<file path="config.mk">
export PLATFORM = sky130hd
export DESIGN_NAME = uart_tx_sched
export DESIGN_NICKNAME = d
export VERILOG_FILES = /design/src/rtl/uart_tx_sched.sv
export SDC_FILE = /design/constraint.sdc
export NUM_CORES = 1
export LEC_CHECK = 0
export BUFFER_PORTS_ARGS = -buffer_cell sky130_fd_sc_hd__buf_2
export CAP_MARGIN = 20
export CORE_ASPECT_RATIO = 1.25
export CORE_MARGIN = 3
export CORE_UTILIZATION = 48
export CTS_CLUSTER_DIAMETER = 60
export DETAILED_ROUTE_END_ITERATION = 10
export PLACE_DENSITY_LB_ADDON = 0.08
export SYNTH_ARGS = -nofsm -noshare
export SYNTH_HDL_FRONTEND = slang
export SYNTH_SLANG_ARGS = --single-unit
</file>
<file path="constraint.sdc">
create_clock -name clk -period 2.9 [get_ports clk]
set_input_delay 0.435 -clock clk [delete_from_list [all_inputs] [get_ports clk]]
set_output_delay 0.435 -clock clk [all_outputs]
set_load 0.005 [all_outputs]
</file>
<file path="src/rtl/uart_tx_sched.sv">
// rtl/uart_tx_sched.sv - round-robin scheduler framing one requester word at a time onto a shared uart_tx
module uart_tx_sched #(
  parameter int NREQ  = 4,
  parameter int BYTES = 4
) (
  input  logic                    clk,
  input  logic                    rst,
  input  logic [NREQ-1:0]         req_valid,
  input  logic [NREQ*8*BYTES-1:0] req_data,
  output logic [NREQ-1:0]         req_ready,
  output logic                    tx_en,
  output logic [7:0]              tx_data,
  input  logic                    uart_busy,
  output logic                    sched_busy,
  output logic [3:0]              grant_id
);

  localparam int W  = 8 * BYTES;
  localparam int CW = $clog2(BYTES + 1);
  localparam logic [CW-1:0] CNT_FULL = CW'(BYTES);

  typedef enum logic [1:0] {IDLE, SEND, WAIT_HI, WAIT_LO} state_t;

  state_t          state_q, state_d;
  logic [W-1:0]    shift_q, shift_d;
  logic [CW-1:0]   cnt_q, cnt_d;
  logic [3:0]      ptr_q, ptr_d;
  logic [3:0]      grant_q, grant_d;
  logic [NREQ-1:0] req_ready_q, req_ready_d;
  logic            tx_en_q, tx_en_d;
  logic [7:0]      tx_data_q, tx_data_d;
  logic            sched_busy_q, sched_busy_d;

  logic            win_found;
  logic            hi_found;
  logic [3:0]      win_hi, win_lo, win_id;
  logic [W-1:0]    win_word;
  logic            start;

  // Lowest valid index at/above ptr wins; otherwise wrap to the lowest valid overall.
  always_comb begin
    hi_found = 1'b0;
    win_hi   = '0;
    win_lo   = '0;
    for (int i = NREQ - 1; i >= 0; i--) begin
      if (req_valid[i]) begin
        win_lo = 4'(i);
        if (4'(i) >= ptr_q) begin
          win_hi   = 4'(i);
          hi_found = 1'b1;
        end
      end
    end
    win_found = |req_valid;
    win_id    = hi_found ? win_hi : win_lo;
  end

  always_comb begin
    win_word = '0;
    for (int i = 0; i < NREQ; i++) begin
      if (win_id == 4'(i)) win_word = req_data[i*W +: W];
    end
  end

  always_ff @(posedge clk) begin
    if (rst) state_q <= IDLE;
    else     state_q <= state_d;
  end

  always_comb begin
    state_d = state_q;
    case (state_q)
      IDLE:    if (win_found && !uart_busy) state_d = SEND;
      SEND:    state_d = WAIT_HI;
      WAIT_HI: if (uart_busy) state_d = WAIT_LO;
      WAIT_LO: if (!uart_busy) state_d = (cnt_q == '0) ? IDLE : SEND;
      default: state_d = IDLE;
    endcase
  end

  assign start = (state_q == IDLE) && (state_d == SEND);

  always_comb begin
    shift_d = shift_q;
    cnt_d   = cnt_q;
    ptr_d   = ptr_q;
    grant_d = grant_q;
    if (start) begin
      shift_d = win_word;
      cnt_d   = CNT_FULL;
      grant_d = win_id;
      ptr_d   = (win_id == 4'(NREQ - 1)) ? 4'd0 : win_id + 4'd1;
    end else if (state_q == WAIT_LO && state_d == SEND) begin
      // The header leaves the shift register untouched; only data bytes consume it.
      if (cnt_q != CNT_FULL) shift_d = shift_q << 8;
      cnt_d = cnt_q - CW'(1);
    end
  end

  always_comb begin
    req_ready_d  = '0;
    tx_en_d      = (state_d == SEND);
    tx_data_d    = tx_data_q;
    sched_busy_d = (state_d != IDLE);
    for (int i = 0; i < NREQ; i++) begin
      req_ready_d[i] = start && (win_id == 4'(i));
    end
    if (state_d == SEND) begin
      tx_data_d = (cnt_d == CNT_FULL) ? {4'hA, grant_d} : shift_d[W-1 -: 8];
    end
  end

  always_ff @(posedge clk) begin
    if (rst) begin
      shift_q      <= '0;
      cnt_q        <= '0;
      ptr_q        <= '0;
      grant_q      <= '0;
      req_ready_q  <= '0;
      tx_en_q      <= 1'b0;
      tx_data_q    <= '0;
      sched_busy_q <= 1'b0;
    end else begin
      shift_q      <= shift_d;
      cnt_q        <= cnt_d;
      ptr_q        <= ptr_d;
      grant_q      <= grant_d;
      req_ready_q  <= req_ready_d;
      tx_en_q      <= tx_en_d;
      tx_data_q    <= tx_data_d;
      sched_busy_q <= sched_busy_d;
    end
  end

  assign req_ready  = req_ready_q;
  assign tx_en      = tx_en_q;
  assign tx_data    = tx_data_q;
  assign sched_busy = sched_busy_q;
  assign grant_id   = grant_q;

endmodule

</file>
; Yosys cells after proc, flatten, opt, wreduce, memory -nomap -nowiden
; Index checks and enable logic that the tools add are counted.
[classes]
n_lt_le_gt_ge = 4
n_addsub = 2
eq_ne = 9
n_mux = 38
reduce_logical = 16
[op_table]
columns = cell, n
row1 = $mux 32, 7
row2 = $mux 4, 12
row3 = $mux 2, 6
row4 = $mux 1, 9
row5 = $eq 4x2->1 const B, 2
row6 = $ge 1x4->1 const A, 2
row7 = $ge 2x4->1 const A, 2
row8 = $mux 8, 1
row9 = $pmux 2 s4, 1
row10 = $logic_and 1x1->1, 7
row11 = $mux 3, 2
row12 = $reduce_bool 2->1, 3
row13 = $add 4x1->4 const B, 1
row14 = $eq 2x1->1 const B, 2
row15 = $eq 2x2->1 const B, 2
row16 = $eq 4x1->1 const B, 1
row17 = $logic_not 4->1, 1
row18 = $reduce_or 4->1, 1
row19 = $eq 3x3->1 const B, 1
row20 = $logic_not 3->1, 1
row21 = $ne 3x3->1 const B, 1
row22 = $sub 3x1->3 const B, 1
row23 = $logic_not 2->1, 1
row24 = $reduce_and 2->1, 1
row25 = $logic_not 1->1, 1
[word_totals]
in_bits = 135
elab_cells = 79
output_inout_bits = 18
regBits = 59

; Depth between registers and ports, before layout
[depth]
ltp_word = 17
mapped_depth = 12
ltp_nobuf = 9

; Worst setup path before layout
; Ideal clock, no wire load.
[synth_path]
kind = reg2reg
startpoint = register ptr_q[1]
endpoint = register shift_q[19]
synth_period_minus_slack_ns = 2.505
path_slack_ns = 0.395
required_time_ns = 2.813
stages_incl_launch_ff = 12
t_arrival_ns = 2.418
path_cell_list = dfxtp_1 -> clkbuf_1 -> mux2i_1 -> nor2_1 -> nor3_1 -> ha_1 -> clkbuf_1 -> buf_1 -> a21oi_1 -> o21ai_0 -> a22oi_1 -> a221oi_2
[synth_via]
elab_chain_len = 16
word_cells_on_any_way = 30
classes_between = order compare: 4 / eq/ne: 3 / mux: 22 / reduce/logical: 1
[synth_lines]
columns = element, line
row1 = from (decl), 27  ; logic [3:0] ptr_q, ptr_d;
row2 = from (signal assigned), 126  ; ptr_q <= ptr_d;
row3 = $ge 2x4->1, 48  ; if (4'(i) >= ptr_q) begin
row4 = $mux 2 or $mux 1 (tied branches), 48
row5 = $mux 2 or $mux 1 (tied branches), 46  ; if (req_valid[i]) begin
row6 = $mux 4 or $mux 1 (tied branches), 48
row7 = $mux 4 or $mux 1 (tied branches), 46
row8 = $mux 4 or $mux 1 (tied branches), 48
row9 = $mux 4 or $mux 1 (tied branches), 46
row10 = $mux 4 or $mux 1 (tied branches), 48
row11 = $mux 4 or $mux 1 (tied branches), 46
row12 = $mux 4 *, 55  ; win_id = hi_found ? win_hi : win_lo;
row13 = $logic_not 4->1, 61  ; if (win_id == 4'(i)) win_word = req_data[i*W +: W];
row14 = $mux 32 (3 in a row), 61
row15 = $mux 32 *, 61
row16 = $mux 32 *, 88  ; if (start) begin
row17 = to (signal assigned), 124  ; shift_q <= shift_d;
row18 = to (decl), 25  ; logic [W-1:0] shift_q, shift_d;
; Mark *: on every way between the ends. The rest lies on a longest branch, timed or not.
; A chain may end at the register's enable or synchronous reset.

; Worst setup path in the final report
[layout_path]
startpoint = register ptr_q[1]
endpoint = register shift_q[16]
; The elaborated chain is that of the path after synthesis.

==> metrics.txt <==
placed instance count 685; CP endpoint shift_q[16]; maximum VDD drop 0.372 mV; Via density 5.82; Worst Reg-to-Reg Cells 10; Fillers 639; commonest non-fill, non-tap cell in the layout buf_2; Overflow after GRT 0; Post-synth EDFFs 0; RSZ-0062 raised after global routing no; cts hold-fix bufs 0; Hold Path Class in -> reg; H-tree lvl count 3; share of layout cells above drive strength 1 33.7%; Fin. Hold Viols 0; Pleak 2.09 nW; post-synthesis net count 623; synthesis-stage register bit count 57; gpl congestion 0.958; DR WL/cell 17.7 um; startpoint types flop; synth warn 0; clock power share 32.3%; Fmax 412 MHz; R2R setup slack 470 ps; Std-Cell Rows 34; die area 0.00859 mm^2; TritonCTS clock tree done; max_cap viols 0; drt drc 0; Worst Slack Setup Final 470 ps; via count 4,077; DPL Wire Length 9.25 mm; Worst R2R End shift_q[16]; Cell Int Power 0.00167 W; status complete, no violations; Slew Viols, Final 0; required time worst endpoint 3160 ps; commonest non-fill, non-tap cells in the layout buf_2 (152), a21oi_1 (105), nand2_1 (61); worst slew pin tran 908 ps; Critical-path top delay cell dfxtp_1; mean area per synthesized cell 7.48 um^2; antenna cell count 0; CP arrival 2690 ps; clock-pin slew on the worst setup and hold paths 70 ps; Cell Area, Synth 0.00360 mm^2; largest fanout on the critical path 33; first-pass GRT wire length 19.0 mm; DR iter-0 viols 247; fin cells 701; Crit. Startpoint ptr_q[1]; Setup Fix Bufs, Post-CTS 0; CTS root buffer clkbuf_8; crit-path cells a21oi_1 -> o21a_1 -> o22a_1 -> inv_1 -> ha_1 -> buf_12 -> nand2_1 -> o21ai_0 -> a22oi_1 -> a221oi_2; Max-slew headroom 39.5%; Final Skew 9.73 ps; Worst R2R Start ptr_q[1]; setup_tns 0 ps; Routed Antenna Nets 0; Power Density 552 mW/mm^2; slowest stage delay, CP 460 ps; sequential fraction of the synthesis area 31.7%; worst skew pair latency 350 ps; sw frac 34.0%; Place WS 414 ps; clk buf depth 2; clk sinks 57; Comb pwr share 32.0%; Worst Setup End Kind flop; post-synthesis cell type count 44; Initial Utilization 50.7%; initial antenna violation count 0; drt total wl 12.4 mm; Crit Path Class reg -> reg; final setup fails 0; Most used DFF post-synth dfxtp_1; largest net degree at the start of global routing 66; Die W 83.5 um; Post-synth ARST share 0%; synthesis-to-finish area growth 27.7%; Std-Cell Core Area 0.00710 mm^2; crit share post-route 83.8%; die extent in y 103 um; cts bufs inserted 9; global-route usage over all layers 28.3%; IO buf count 152; post-CTS sizing 0; top-level I/O count 153; post-synthesis instance total 482; part of the power in registers 35.8%; Period minus WS final 2430 ps; vias in the first global route 3,876; Psw 0.000864 W; DRT Pass-1 Iters 4; Total Nets Final 747
worst max-delay path, delay by kind of cell, from the launching register on:
kind	cells	cell delay, ps
and+or+nand+nor	1	70
DFF	1	460
buffers and inverters	2	310
adders and majority gates	1	200
AOI/OAI and AO/OA	6	1300
sequential cells by signal, indices dropped and copies added, names as in the netlist:
register	flops
cnt_q	3
grant_id	4
ptr_q	2
req_ready	4
sched_busy	1
shift_q	32
state_q	2
tx_data	8
tx_en	1
stage by stage:
| step | hold WS, ps | instance area [um^2] | util [%] | power (W) |
|---|---|---|---|---|
| final | 448 | 4600 | 64.8 | 0.00254 |
| after global routing | 451 | 4600 | 64.8 | 0.00268 |
| after CTS | 440 | 4600 | 64.8 | 0.00254 |
| after detailed placement | 461 | 4380 | 61.7 | 0.00173 |
| after global placement | 457 | 4380 | 61.7 | 0.00171 |
| after floorplan | 446 | 3600 | - | 0.00144 |
worst min path at each step:
| stage | slack, ps | startpoint | cells past startpoint | to |
|---|---|---|---|---|
| 2_1_floorplan | 450 | shift_q[18] | 2 | shift_q[18] |
| 3_3_place_gp | 460 | shift_q[8] | 2 | shift_q[8] |
| 3_5_place_dp | 460 | shift_q[8] | 2 | shift_q[8] |
| 4_1_cts | 440 | req_data[102] | 3 | shift_q[6] |
| 5_1_grt | 450 | req_data[98] | 3 | shift_q[2] |
| 6_report | 450 | req_data[98] | 3 | shift_q[2] |
power by group through the flow:
stage	Sequential, W	Clock (W)	Combinational, W
floorplan	0.000908	0	0.000536
global placement	0.000922	0	0.000792
detailed placement	0.000924	0	0.000805
CTS	0.000907	0.000821	0.000812
global route	0.000915	0.000861	0.000899
finish	0.000908	0.000820	0.000811
cell usage after synthesis, drive strengths merged (3+ instances only):
cell    number  area share (%)
dfxtp       57              32
nor2         7            0.73
inv         40             4.2
ha           6             2.1
o21ai       37             5.1
nor3        16             2.2
a221oi      29             9.8
a311oi       4            0.97
nand2b       3            0.52
a21oi      105              15
nand2       62             6.5
buf         20             3.5
and3         8             1.4
clkbuf      28             2.9
mux2         4             1.2
mux2i        5             1.4
a22oi       22             4.6
area by class of cell:
type	count	area, um^2	area share [%]
Clock buffer	9	124	2.69
Tap cell	90	113	2.45
Clock inverter	7	95.1	2.07
Timing Repair Buffer	161	891	19.4
Sequential cell	57	1140	24.8
Multi-Input combinational cell	337	2090	45.4
Inverter	40	150	3.26
metal layers:
metal	global-route usage, %	vias to the layer above	share of wire [%]
met5	0	-	0
met3	5.60	42	5.2
met2	52.5	156	52
li1	-	1987	-
met4	16.0	0	4.9
met1	30.4	1892	38
logic make-up (layout without fill, tap and decap cells):
kind of cell	count (synthesis)	after routing	share of synthesized area (%)
AO/OA/AOI/OAI	211	211	38.5
XOR/XNOR	2	2	0.486
adder cells (fa/ha/maj)	6	6	2.08
buffers and inverters	88	217	10.6
flip-flops	57	57	31.7
multiplexers	9	9	2.64
AND/OR/NAND/NOR	109	109	14.1
Note: power is estimated with default switching activity, not from simulation.
